## src/rtl/cj_pkg.sv

```systemverilog
// Shared constants and types for the cj_tohost status register slice.
package cj_pkg;

  localparam int unsigned TOHOST_W        = 64;
  localparam int unsigned EXIT_CODE_W     = 63;
  localparam int unsigned TOHOST_DONE_BIT = 0;

  localparam logic [TOHOST_W-1:0] TOHOST_PASS    = 64'h1;
  localparam logic [TOHOST_W-1:0] TOHOST_TIMEOUT = 64'h5;

  // Source selected for the next tohost value.
  typedef enum logic [1:0] {
    SRC_HOLD    = 2'd0,
    SRC_HOST    = 2'd1,
    SRC_TIMEOUT = 2'd2
  } tohost_src_e;

  function automatic logic is_done(input logic [TOHOST_W-1:0] word);
    return word[TOHOST_DONE_BIT];
  endfunction

endpackage

```

## src/rtl/cj_watchdog.sv

```systemverilog
// Saturating cycle counter with a single-cycle timeout indication.
module cj_watchdog #(
  parameter int unsigned TIMEOUT_CYCLES = 150000,
  parameter int unsigned CNT_W          = 64
) (
  input  logic             clock,
  input  logic             reset,
  output logic [CNT_W-1:0] cycles,
  output logic             expire
);

  localparam bit               TO_EN   = (TIMEOUT_CYCLES != 0);
  localparam logic [CNT_W-1:0] TO_LAST = CNT_W'(TIMEOUT_CYCLES - 1);

  logic [CNT_W-1:0] cnt_q;
  logic [CNT_W-1:0] cnt_d;

  // Next count: advance by one, holding once all-ones is reached.
  always_comb begin
    cnt_d = cnt_q;
    if (cnt_q != '1) begin
      cnt_d = cnt_q + CNT_W'(1);
    end
  end

  // Counter register, cleared by the synchronous active-low reset.
  always_ff @(posedge clock) begin
    if (!reset) begin
      cnt_q <= '0;
    end else begin
      cnt_q <= cnt_d;
    end
  end

  // Saturation stops the count from ever revisiting TO_LAST within one run.
  assign expire = TO_EN && (cnt_q == TO_LAST);
  assign cycles = cnt_q;

endmodule

```

## src/rtl/cj_tohost.sv

```systemverilog
// HTIF-style tohost status register with host write, watchdog timeout and sticky finish.
module cj_tohost
  import cj_pkg::*;
#(
  parameter int unsigned TIMEOUT_CYCLES = 150000,
  parameter int unsigned CNT_W          = 64
) (
  input  logic                clock,
  input  logic                reset,
  input  logic                host_wen   = 1'b0,
  input  logic [TOHOST_W-1:0] host_wdata = '0,
  output logic [TOHOST_W-1:0] tohost,
  output logic                done,
  output logic [CNT_W-1:0]    cycles
);

  logic [TOHOST_W-1:0] tohost_q;
  logic [TOHOST_W-1:0] tohost_d;
  logic                expire;
  tohost_src_e         src;

  cj_watchdog #(
    .TIMEOUT_CYCLES (TIMEOUT_CYCLES),
    .CNT_W          (CNT_W)
  ) u_watchdog (
    .clock  (clock),
    .reset  (reset),
    .cycles (cycles),
    .expire (expire)
  );

  // Priority: a finished word is frozen; otherwise host write beats timeout.
  always_comb begin
    src = SRC_HOLD;
    if (!is_done(tohost_q)) begin
      if (host_wen) begin
        src = SRC_HOST;
      end else if (expire) begin
        src = SRC_TIMEOUT;
      end
    end
  end

  // Next tohost value for the selected source.
  always_comb begin
    tohost_d = tohost_q;
    unique case (src)
      SRC_HOST:    tohost_d = host_wdata;
      SRC_TIMEOUT: tohost_d = TOHOST_TIMEOUT;
      default:     tohost_d = tohost_q;
    endcase
  end

  // Status register, cleared by the synchronous active-low reset.
  always_ff @(posedge clock) begin
    if (!reset) begin
      tohost_q <= '0;
    end else begin
      tohost_q <= tohost_d;
    end
  end

  assign tohost = tohost_q;
  assign done   = is_done(tohost_q);

endmodule

```

## config.mk

```make
export PLATFORM = sky130hd
export DESIGN_NAME = cj_tohost
export DESIGN_NICKNAME = d
export VERILOG_FILES = /design/src/rtl/cj_pkg.sv /design/src/rtl/cj_watchdog.sv /design/src/rtl/cj_tohost.sv
export SDC_FILE = /design/constraint.sdc
export NUM_CORES = 1
export LEC_CHECK = 0
export CAP_MARGIN = 20
export CORE_UTILIZATION = 51
export CTS_BUF_LIST = sky130_fd_sc_hd__clkbuf_2 sky130_fd_sc_hd__clkbuf_4 sky130_fd_sc_hd__clkbuf_8
export DETAILED_ROUTE_END_ITERATION = 12
export GPL_TIMING_DRIVEN = 0
export PLACE_DENSITY = 0.89
export SYNTH_ARGS = -nofsm -noshare
export SYNTH_HDL_FRONTEND = slang
export SYNTH_HIERARCHICAL = 1
export SYNTH_SLANG_ARGS = --single-unit
```

## constraint.sdc

```tcl
create_clock -name clock -period 6.3 [get_ports clock]
set_clock_uncertainty 0.05 [all_clocks]
set_input_delay 1.26 -clock clock [delete_from_list [all_inputs] [get_ports clock]]
set_output_delay 1.26 -clock clock [all_outputs]
set_load 0.02 [all_outputs]
```

== Word level (Yosys, flattened, before mapping) ==
Cells that the tools add are included.

* Bits in registers: 128
* Input port bits: 67
* Word-level logic and storage cells: 12

* Add/subtract/negate cells: 1
* Equal/unequal tests: 4
* Multiplexer cells: 4
* Reduce and logical (&&, ||, !) cells: 1

{| class="wikitable"
|+ Operators by type and width
! cell !! number
|-
| one-hot mux 64 bit (2 select lines) || 1
|-
| adder 64 x 1 -> 64 bit, second input constant || 1
|-
| equality test 64 x 18 -> 1 bit, second input constant || 1
|-
| inequality test 64 bit, second input constant || 1
|-
| two-way mux 2 bit || 3
|-
| equality test 2 x 1 -> 1 bit, second input constant || 1
|-
| equality test 2 bit, second input constant || 1
|-
| nonzero test 2 bit || 1
|}

== Logic depth before layout (Yosys ltp) ==
Gate-level depths: netlist (run 1).

* Word-level depth: 6
* Depth in mapped cells: 10

== By module ==
The synthesis (run 1) kept the hierarchy.

{| class="wikitable"
|+ By module, submodules not included
! module !! instances !! cells an instance !! area each (sq um) !! seq. area each (sq um)
|-
| cj_watchdog || 1 || 424 || 3484.6 || 1281.2
|-
| cj_tohost || 1 || 285 || 2473.6 || 1281.2
|}

== Worst setup path after synthesis (run 1) ==
OpenSTA, ideal clock, no wires.

* Kind: reg2reg
* From: reg u_watchdog.cnt_q[5] (netlist: u_watchdog/cycles[5])
* To: reg tohost_q[0] (netlist: tohost[0])
* Setup time: 0.119 ns
* Arrival time: 2.296 ns
* Required time: 6.131 ns
* Slack: 3.835 ns
* Cell stages (with the launch flop): 10
* Buffers on the path: 1
* Cells stage by stage: dfxtp_1 > nand4_1 > nor4_1 > nand4_1 > nor4_1 > nor3b_1 > ha_1 > or2_1 > buf_6 > o221a_2

* Word-level cells in the longest chain between the ends: 6

{| class="wikitable"
|+ Ends and longest elaborated chain
! item !! line !! source
|-
| from (decl) || cj_watchdog.sv:15 || <nowiki>logic [CNT_W-1:0] cnt_q;</nowiki>
|-
| from (signal assigned) || cj_watchdog.sv:31 || <nowiki>cnt_q <= cnt_d;</nowiki>
|-
| equality test 64 x 18 -> 1 bit (*) || cj_watchdog.sv:36 || <nowiki>assign expire = TO_EN && (cnt_q == TO_LAST);</nowiki>
|-
| via expire || cj_tohost.sv:19 || <nowiki>logic expire;</nowiki>
|-
| two-way mux 2 bit (*) || cj_tohost.sv:38 || <nowiki>end else if (expire) begin</nowiki>
|-
| two-way mux 2 bit (*) || cj_tohost.sv:36 || <nowiki>if (host_wen) begin</nowiki>
|-
| two-way mux 2 bit (*) || cj_tohost.sv:35 || <nowiki>if (!is_done(tohost_q)) begin</nowiki>
|-
| equality test 2 bit / equality test 2 x 1 -> 1 bit (equally long branches) || cj_tohost.sv:47 || <nowiki>unique case (src)</nowiki>
|-
| one-hot mux 64 bit (2 select lines) / nonzero test 2 bit (equally long branches) || - ||
|-
| to (signal assigned) || cj_tohost.sv:59 || <nowiki>tohost_q <= tohost_d;</nowiki>
|-
| to (decl) || cj_tohost.sv:17 || <nowiki>logic [TOHOST_W-1:0] tohost_q;</nowiki>
|}

Mark *: on every way through the listed nets, which the timed path passes. The rest lies on a longest branch.
A chain may end at the register's enable or synchronous reset.

== Final worst setup path (run 1) ==
* From: reg u_watchdog.cnt_q[5] (netlist: u_watchdog/cycles[5])
* To: reg tohost_q[45] (netlist: tohost[45])

Same word-level chain as after synthesis.

==> results of run 1 <==
worst paths after layout:
check / startpoint / to / slack (ns) / cells past startpoint
max: u_watchdog/cycles[5]$_SDFFE_PN0P_ / tohost[45]$_SDFFE_PN0P_ / 3.19 / 10
min: tohost[60]$_SDFFE_PN0P_ / tohost[60]$_SDFFE_PN0P_ / 0.42 / 2
max reg2reg: u_watchdog/cycles[5]$_SDFFE_PN0P_ / tohost[45]$_SDFFE_PN0P_ / 3.19 / 10
min reg2reg: tohost[60]$_SDFFE_PN0P_ / tohost[60]$_SDFFE_PN0P_ / 0.42 / 2
report_power, final:
group          internal (mW)  switching, mW
sequential             0.839         0.0186
combinational          0.119          0.125
clock                  0.440          0.337
total                   1.40          0.481
placed cells by master, fill, tap and decap left out, types with 8 or more instances in the layout:
master           instances
clkbuf_1                22
and3_1                   9
nand2b_1                11
nor2_1                  54
or4_1                    8
nor3_1                  11
o21ai_0                 16
dfxtp_1                128
o21ai_1                 36
nor4_1                  19
nand4_1                 32
xor2_1                  17
and4_1                  11
or3_1                   10
o211ai_1                10
clkdlybuf4s50_1        195
o21ai_2                 24
nand3_1                 84
nand2_1                 92
xnor2_1                 23
buf_6                    8
clkbuf_8                18
a21oi_1                 17
stage by stage:
| stage | std cells | instance area, µm² | power [mW] | utilization | hold slack [ns] |
|---|---|---|---|---|---|
| detailed placement | 1047 | 8090 | 1.12 | 0.708 | 0.415 |
| finish | 1079 | 8530 | 1.88 | 0.747 | 0.423 |
| global route | 1079 | 8530 | 1.94 | 0.747 | 0.443 |
| floorplan | 709 | 5960 | 0.991 | - | 0.498 |
| global placement | 1047 | 8090 | 1.11 | 0.708 | 0.410 |
| CTS | 1079 | 8530 | 1.88 | 0.747 | 0.425 |
layer usage:
| metal | vias to the layer above | part of all wire |
|---|---|---|
| met5 | - | 0 |
| li1 | 2988 | - |
| met1 | 2906 | 0.38 |
| met4 | 0 | 0.038 |
| met3 | 55 | 0.11 |
| met2 | 363 | 0.48 |
cells in the mapped netlist, types with 16 or more instances:
cell and instances:
clkbuf_1 22, nor2_1 54, o21ai_1 36, xor2_1 17, xnor2_1 23, nand4_1 32
nand2_1 92, nand3_1 84, nor4_1 19, a21oi_1 17, o21ai_2 24, o21ai_0 16
dfxtp_1 128
sequential cells by signal (all words and copies together), names as in the netlist:
name,flops
tohost,64
u_watchdog/cycles,64
cells by family after synthesis:
logic type / after synthesis
flip-flops: 128
adder cells (fa/ha/maj): 2
buffers and inverters: 52
AND/OR/NAND/NOR: 359
AO/OA/AOI/OAI: 122
multiplexers: 6
XOR/XNOR: 40
worst max-delay path: stages, from the launching register on:
cell     delay, ns
dfxtp_1       0.46
nand4_1       0.25
nor4_1        0.40
nand4_1       0.16
nor4_1        0.47
nor3b_1       0.25
ha_1          0.16
buf_4         0.17
buf_1         0.41
nand3_1       0.14
o21ai_1       0.11
area by class of cell:
type | instances | area, µm²
multi-input combinational | 529 | 3110
fill | 890 | 2890
sequential | 128 | 2560
timing repair buffer | 195 | 1950
buffer | 48 | 272
clock buffer | 18 | 248
clock inverter | 14 | 190
tap | 143 | 179
inverter | 4 | 15.0
==> summary.md, run 1 <==
| Metric | Value |
|---|---|
| Later-pin clock latency in the skew report | `0.44 ns` |
| Worst slew pin tran | `0.794 ns` |
| Largest net degree at the start of global routing | `17` |
| Largest family of logic cells by synthesized area | `simple AND/OR/NAND/NOR gates` |
| Final Cycle Share | `0.494` |
| Unrepaired setup endpoints after global routing | `false` |
| Post-CTS Setup Inserts | `0` |
| Sequential share of the synthesized area | `0.430` |
| Diode count | `0` |
| CTS sink cnt | `128` |
| Post-CTS sizing | `0` |
| Slew Viols, Final | `0` |
| Synth async-reset ratio | `0` |
| Met1 GRT Util | `0.365` |
| Synth area leaders | `dfxtp_1 43%, nand3_1 7.1%, nand2_1 5.8%` |
| Vias in the first global route | `5,723` |
| Max_cap viols | `0` |
| Core area | `11,400 µm²` |
| Ys Warns | `6` |
| RePlAce Congestion | `0.957` |
| Area grow syn2layout | `43.1%` |
| Final setup viols | `0` |
| Initial Util | `0.522` |
| Synthesized cell area | `5960 µm²` |
| 1st-pass router iterations | `8` |
| Top-area cell type share of the netlist area | `0.430` |
| HP Class | `flip-flop to flip-flop` |
| Yosys cell types | `52` |
| Pleak | `2.95 nW` |
| Layout cells sized above 1 | `0.0962` |
| Hold Vio Cnt, Final | `0` |
| Num ports | `196` |
| Busiest grt layer | `met2` |
| # rows | `39` |
| DR iter-0 viols | `540` |
| Synth Area in Compound Gates | `0.133` |
| Vias per std cell | `5.85` |
| DP Wirelength | `13,500 µm` |
| Routed wire per std cell | `17.1 µm` |
| Met3 Use GR | `0.0941` |
| Nets | `992` |
| Clock Tree Buf Depth | `2` |
| Syn_nets | `778` |
| CP Capture Type | `flip-flop` |
| EDFF count, synth | `0` |
| Die Span X | `110 µm` |
| Grt total ovfl | `0` |
| Outcome | `complete, no violations` |
| Yosys reg bits | `128` |
| Crit Path Category | `flip-flop to flip-flop` |
| Setup TNS | `0 ns` |
| Crit path DAT | `3.42 ns` |
| Post-Synth Simple-Gate Area | `0.316` |
| Maximum vdd drop | `157 µV` |
| PwrDens | `220 nW/µm²` |
| Worst rel slew slack | `0.466` |
| Root buf cell | `clkbuf_8` |
| Met2 GRT Util | `0.507` |
| CP Max Fanout | `10` |
| Clock-pin slew on the worst setup and hold paths | `0.07 ns` |
| Setup WS pre-CTS | `3.11 ns` |
| Number of clock buffers inserted by TritonCTS | `17` |
| Max Clock Freq | `0.321 GHz` |
| Minimum clock period | `3.11 ns` |
| I/O Buffers | `195` |
| Die height | `110 µm` |
| Post-synthesis adder-cell area fraction | `0.00420` |
| Worst path required time | `6.61 ns` |
| TritonCTS clock tree | `yes` |
| Vias | `6,312` |
| Leading area contributor after synthesis | `dfxtp_1` |
| XOR/XNOR share of the synthesized area | `0.0588` |
| Routed Antenna Nets | `0` |
| First-pass GRT wire length | `28,600 µm` |
| Hold_buf cts | `0` |
| Worst Slack Setup Final | `3.19 ns` |
| H-tree levels | `4` |
| GRT Util Overall | `0.309` |
| Ys flop type | `dfxtp_1` |
| Residual DRC count | `0` |
| Syn_area_per_cell | `8.40 µm²` |
| Die area | `12,100 µm²` |
| Gate Count Post-Synth | `709` |
| Final WL | `18,500 µm` |
| Startpoint Class | `flip-flop` |
| Initial antenna violation count | `0` |
| Post-synthesis mux area share | `0.0101` |
(Power assumes the default switching activity.)
==> run 2, diff against run 1 <==
CORE_UTILIZATION = 43   (was 51)
PLACE_DENSITY = 0.8   (was 0.89)
clock period = 2.6 ns   (was 6.3 ns; I/O delays follow)
==> summary.md, run 2 (synthesis results as in run 1) <==
| Metric | Value |
|---|---|
| Outcome | `finished with violations` |
| Violated checks | `setup timing` |
| Final WL | `20,000 µm (+8.4%)` |
| Clock-pin slew on the worst setup and hold paths | `0.07 ns (about the same)` |
| Maximum vdd drop | `324 µV (+110%)` |
| GRT Util Overall | `0.277 (-0.0326)` |
| Unrepaired setup endpoints after global routing | `true` |
| Residual DRC count | `0 (unchanged)` |
| Worst Setup EP | `tohost[40]$_SDFFE_PN0P_` |
| Max Clock Freq | `0.370 GHz (+15%)` |
| Routed Antenna Nets | `0 (unchanged)` |
| Layout cells sized above 1 | `0.182 (+0.0863)` |
| Most common cell after layout, fill and taps aside | `clkdlybuf4s50_1` |
| Num ports | `196 (unchanged)` |
| 1st-pass router iterations | `5 (-3)` |
| Filler cells | `1,121 (+26%)` |
| HP Class | `flip-flop to flip-flop` |
| Minimum clock period | `2.70 ns (-0.409 ns)` |
| Crit path DAT | `3.03 ns (-0.39 ns)` |
| Hold WS | `0.425 ns (+0.00238 ns)` |
| Worst rel slew slack | `0.545 (+0.0795)` |
| Slew Viols, Final | `0 (unchanged)` |
| Commonest cells after routing, fill and taps aside | `195 x clkdlybuf4s50_1, 114 x dfxtp_1, 92 x nand2_1, 83 x nand3_1, 52 x nor2_1` |
| Crit-path max cell delay | `0.37 ns (-0.10 ns)` |
| Worst path required time | `2.93 ns (-3.68 ns)` |
| Routed wire per std cell | `17.8 µm (+4.0%)` |
| RePlAce Congestion | `0.926 (-3.3%)` |
| Multi-input gate area | `3390 µm² (+9.2%)` |
| Slowest cell on crit path | `nor4_4` |
| DP Wirelength | `13,900 µm (+2.8%)` |
| Root buf cell | `clkbuf_8` |
| DR iter-0 viols | `494 (-8.5%)` |
| Initial antenna violation count | `0 (unchanged)` |
| PwrDens | `497 nW/µm² (+130%)` |
| R2R setup slack | `-0.10 ns (-3.29 ns)` |
| Final Cycle Share | `1.04 (+0.546)` |
| CP Capture Type | `flip-flop` |
| Later-pin clock latency in the skew report | `0.45 ns (about the same)` |
| Hold Path Depth | `2 (unchanged)` |
| Register area | `2600 µm² (+1.4%)` |
| Hold_buf cts | `0 (unchanged)` |
| CTS sink cnt | `128 (unchanged)` |
| Crit Reg-Reg Endpoint | `tohost[40]$_SDFFE_PN0P_` |
| Vias per std cell | `5.72 (-2.1%)` |
| Number of clock buffers inserted by TritonCTS | `17 (unchanged)` |
| Worst R2R Path Depth | `9 (-1)` |
| Largest net degree at the start of global routing | `17 (unchanged)` |
| Nets | `1,004 (+1.2%)` |
| Setup TNS | `-4.14 ns (-4.14 ns)` |
| H-tree levels | `4 (unchanged)` |
| Worst Slack Setup Final | `-0.103 ns (-3.29 ns)` |
| I/O Buffers | `195 (unchanged)` |
| Final setup viols | `68 (+68)` |
| Diode count | `0 (unchanged)` |
| Vias | `6,434 (+1.9%)` |
| Initial Util | `0.445 (-0.0772)` |
| Worst Setup SP | `u_watchdog/cycles[24]$_SDFFE_PN0P_` |
| Startpoint Class | `flip-flop` |
| Worst slew pin tran | `0.682 ns (-0.112 ns)` |
| TritonCTS clock tree | `yes` |
| Final core utilization | `0.674 (-0.0725)` |
| # rows | `42 (+7.7%)` |
| Crit Path Category | `flip-flop to flip-flop` |
| Grt total ovfl | `0 (unchanged)` |
| Die height | `120 µm (+8.7%)` |
| Area grow syn2layout | `51.6%` |
| Clock Tree Buf Depth | `2 (unchanged)` |
| Critical R2R Launch | `u_watchdog/cycles[24]$_SDFFE_PN0P_` |
| Vias in the first global route | `6,139 (+7.3%)` |
| Critical-path cell list | `nor4_4, nand4_1, nor4_4, nor3b_2, ha_1, or2_4, buf_12, buf_12, o21ai_4` |
| Pleak | `3.20 nW (+8.3%)` |
| Hold Vio Cnt, Final | `0 (unchanged)` |
| CP Max Fanout | `10 (unchanged)` |
| First-pass GRT wire length | `31,100 µm (+8.8%)` |
| Die Span X | `120 µm (+8.7%)` |
| Core area | `13,400 µm² (+17%)` |
| Max_cap viols | `0 (unchanged)` |
| Die area | `14,300 µm² (+18%)` |
[run 2: repair_timing]
item	CTS	global route
setup buffers	1	11
resized for setup	27	78
setup endpoints to repair	87	115
cloned	0	2
pin swaps	6	14
[run 2: final cells by class]
class,instances,share of cell area
tap,176,0.0244
buffer,46,0.0355
multi-input combinational,529,0.376
inverter,4,0.00166
sequential,128,0.287
timing repair buffer,209,0.230
clock buffer,20,0.0305
clock inverter,12,0.0148
[run 2: critical path: cells and delay by family (launching register included)]
| kind | cells | cell delay (ns) |
|---|---|---|
| AOI/OAI and AO/OA | 1 | 0.14 |
| buffers and inverters | 2 | 0.30 |
| adders and majority gates | 1 | 0.27 |
| and+or+nand+nor | 5 | 1.49 |
| DFF | 1 | 0.36 |
[run 2: worst min-delay path by stage]
stage               slack [ns]                 endpoint                     from
global route              0.44  tohost[26]$_SDFFE_PN0P_  tohost[26]$_SDFFE_PN0P_
CTS                       0.42  tohost[42]$_SDFFE_PN0P_  tohost[42]$_SDFFE_PN0P_
finish                    0.42  tohost[48]$_SDFFE_PN0P_  tohost[48]$_SDFFE_PN0P_
detailed placement        0.41  tohost[42]$_SDFFE_PN0P_  tohost[42]$_SDFFE_PN0P_
floorplan                 0.50  tohost[57]$_SDFFE_PN0P_  tohost[57]$_SDFFE_PN0P_
global placement          0.41  tohost[26]$_SDFFE_PN0P_  tohost[26]$_SDFFE_PN0P_
[run 2: report_power, final]
group | internal (mW) | switching, mW
Combinational | 0.326 | 0.330
Sequential | 2.03 | 0.0481
Clock | 0.929 | 0.828
Total | 3.28 | 1.21
[run 2: through the flow]
stage                     instances  power, mW  setup slack [ns]  area [µm²]
after floorplan                 709       2.40             0.135        5960
after global placement         1080       2.71            -0.344        8130
after detailed placement       1080       2.71            -0.423        8130
after CTS                      1113       4.46         -0.000812        8660
after global routing           1124       4.65            -0.177        9030
final                          1124       4.49            -0.103        9030
[run 2: routing by layer]
metal | vias to the layer above | share of wire | GRT usage
met2 | 350 | 0.50 | 0.462
met1 | 2992 | 0.37 | 0.316
li1 | 3020 | - | -
met5 | - | 0 | 0
met4 | 0 | 0.030 | 0.120
met3 | 72 | 0.10 | 0.102
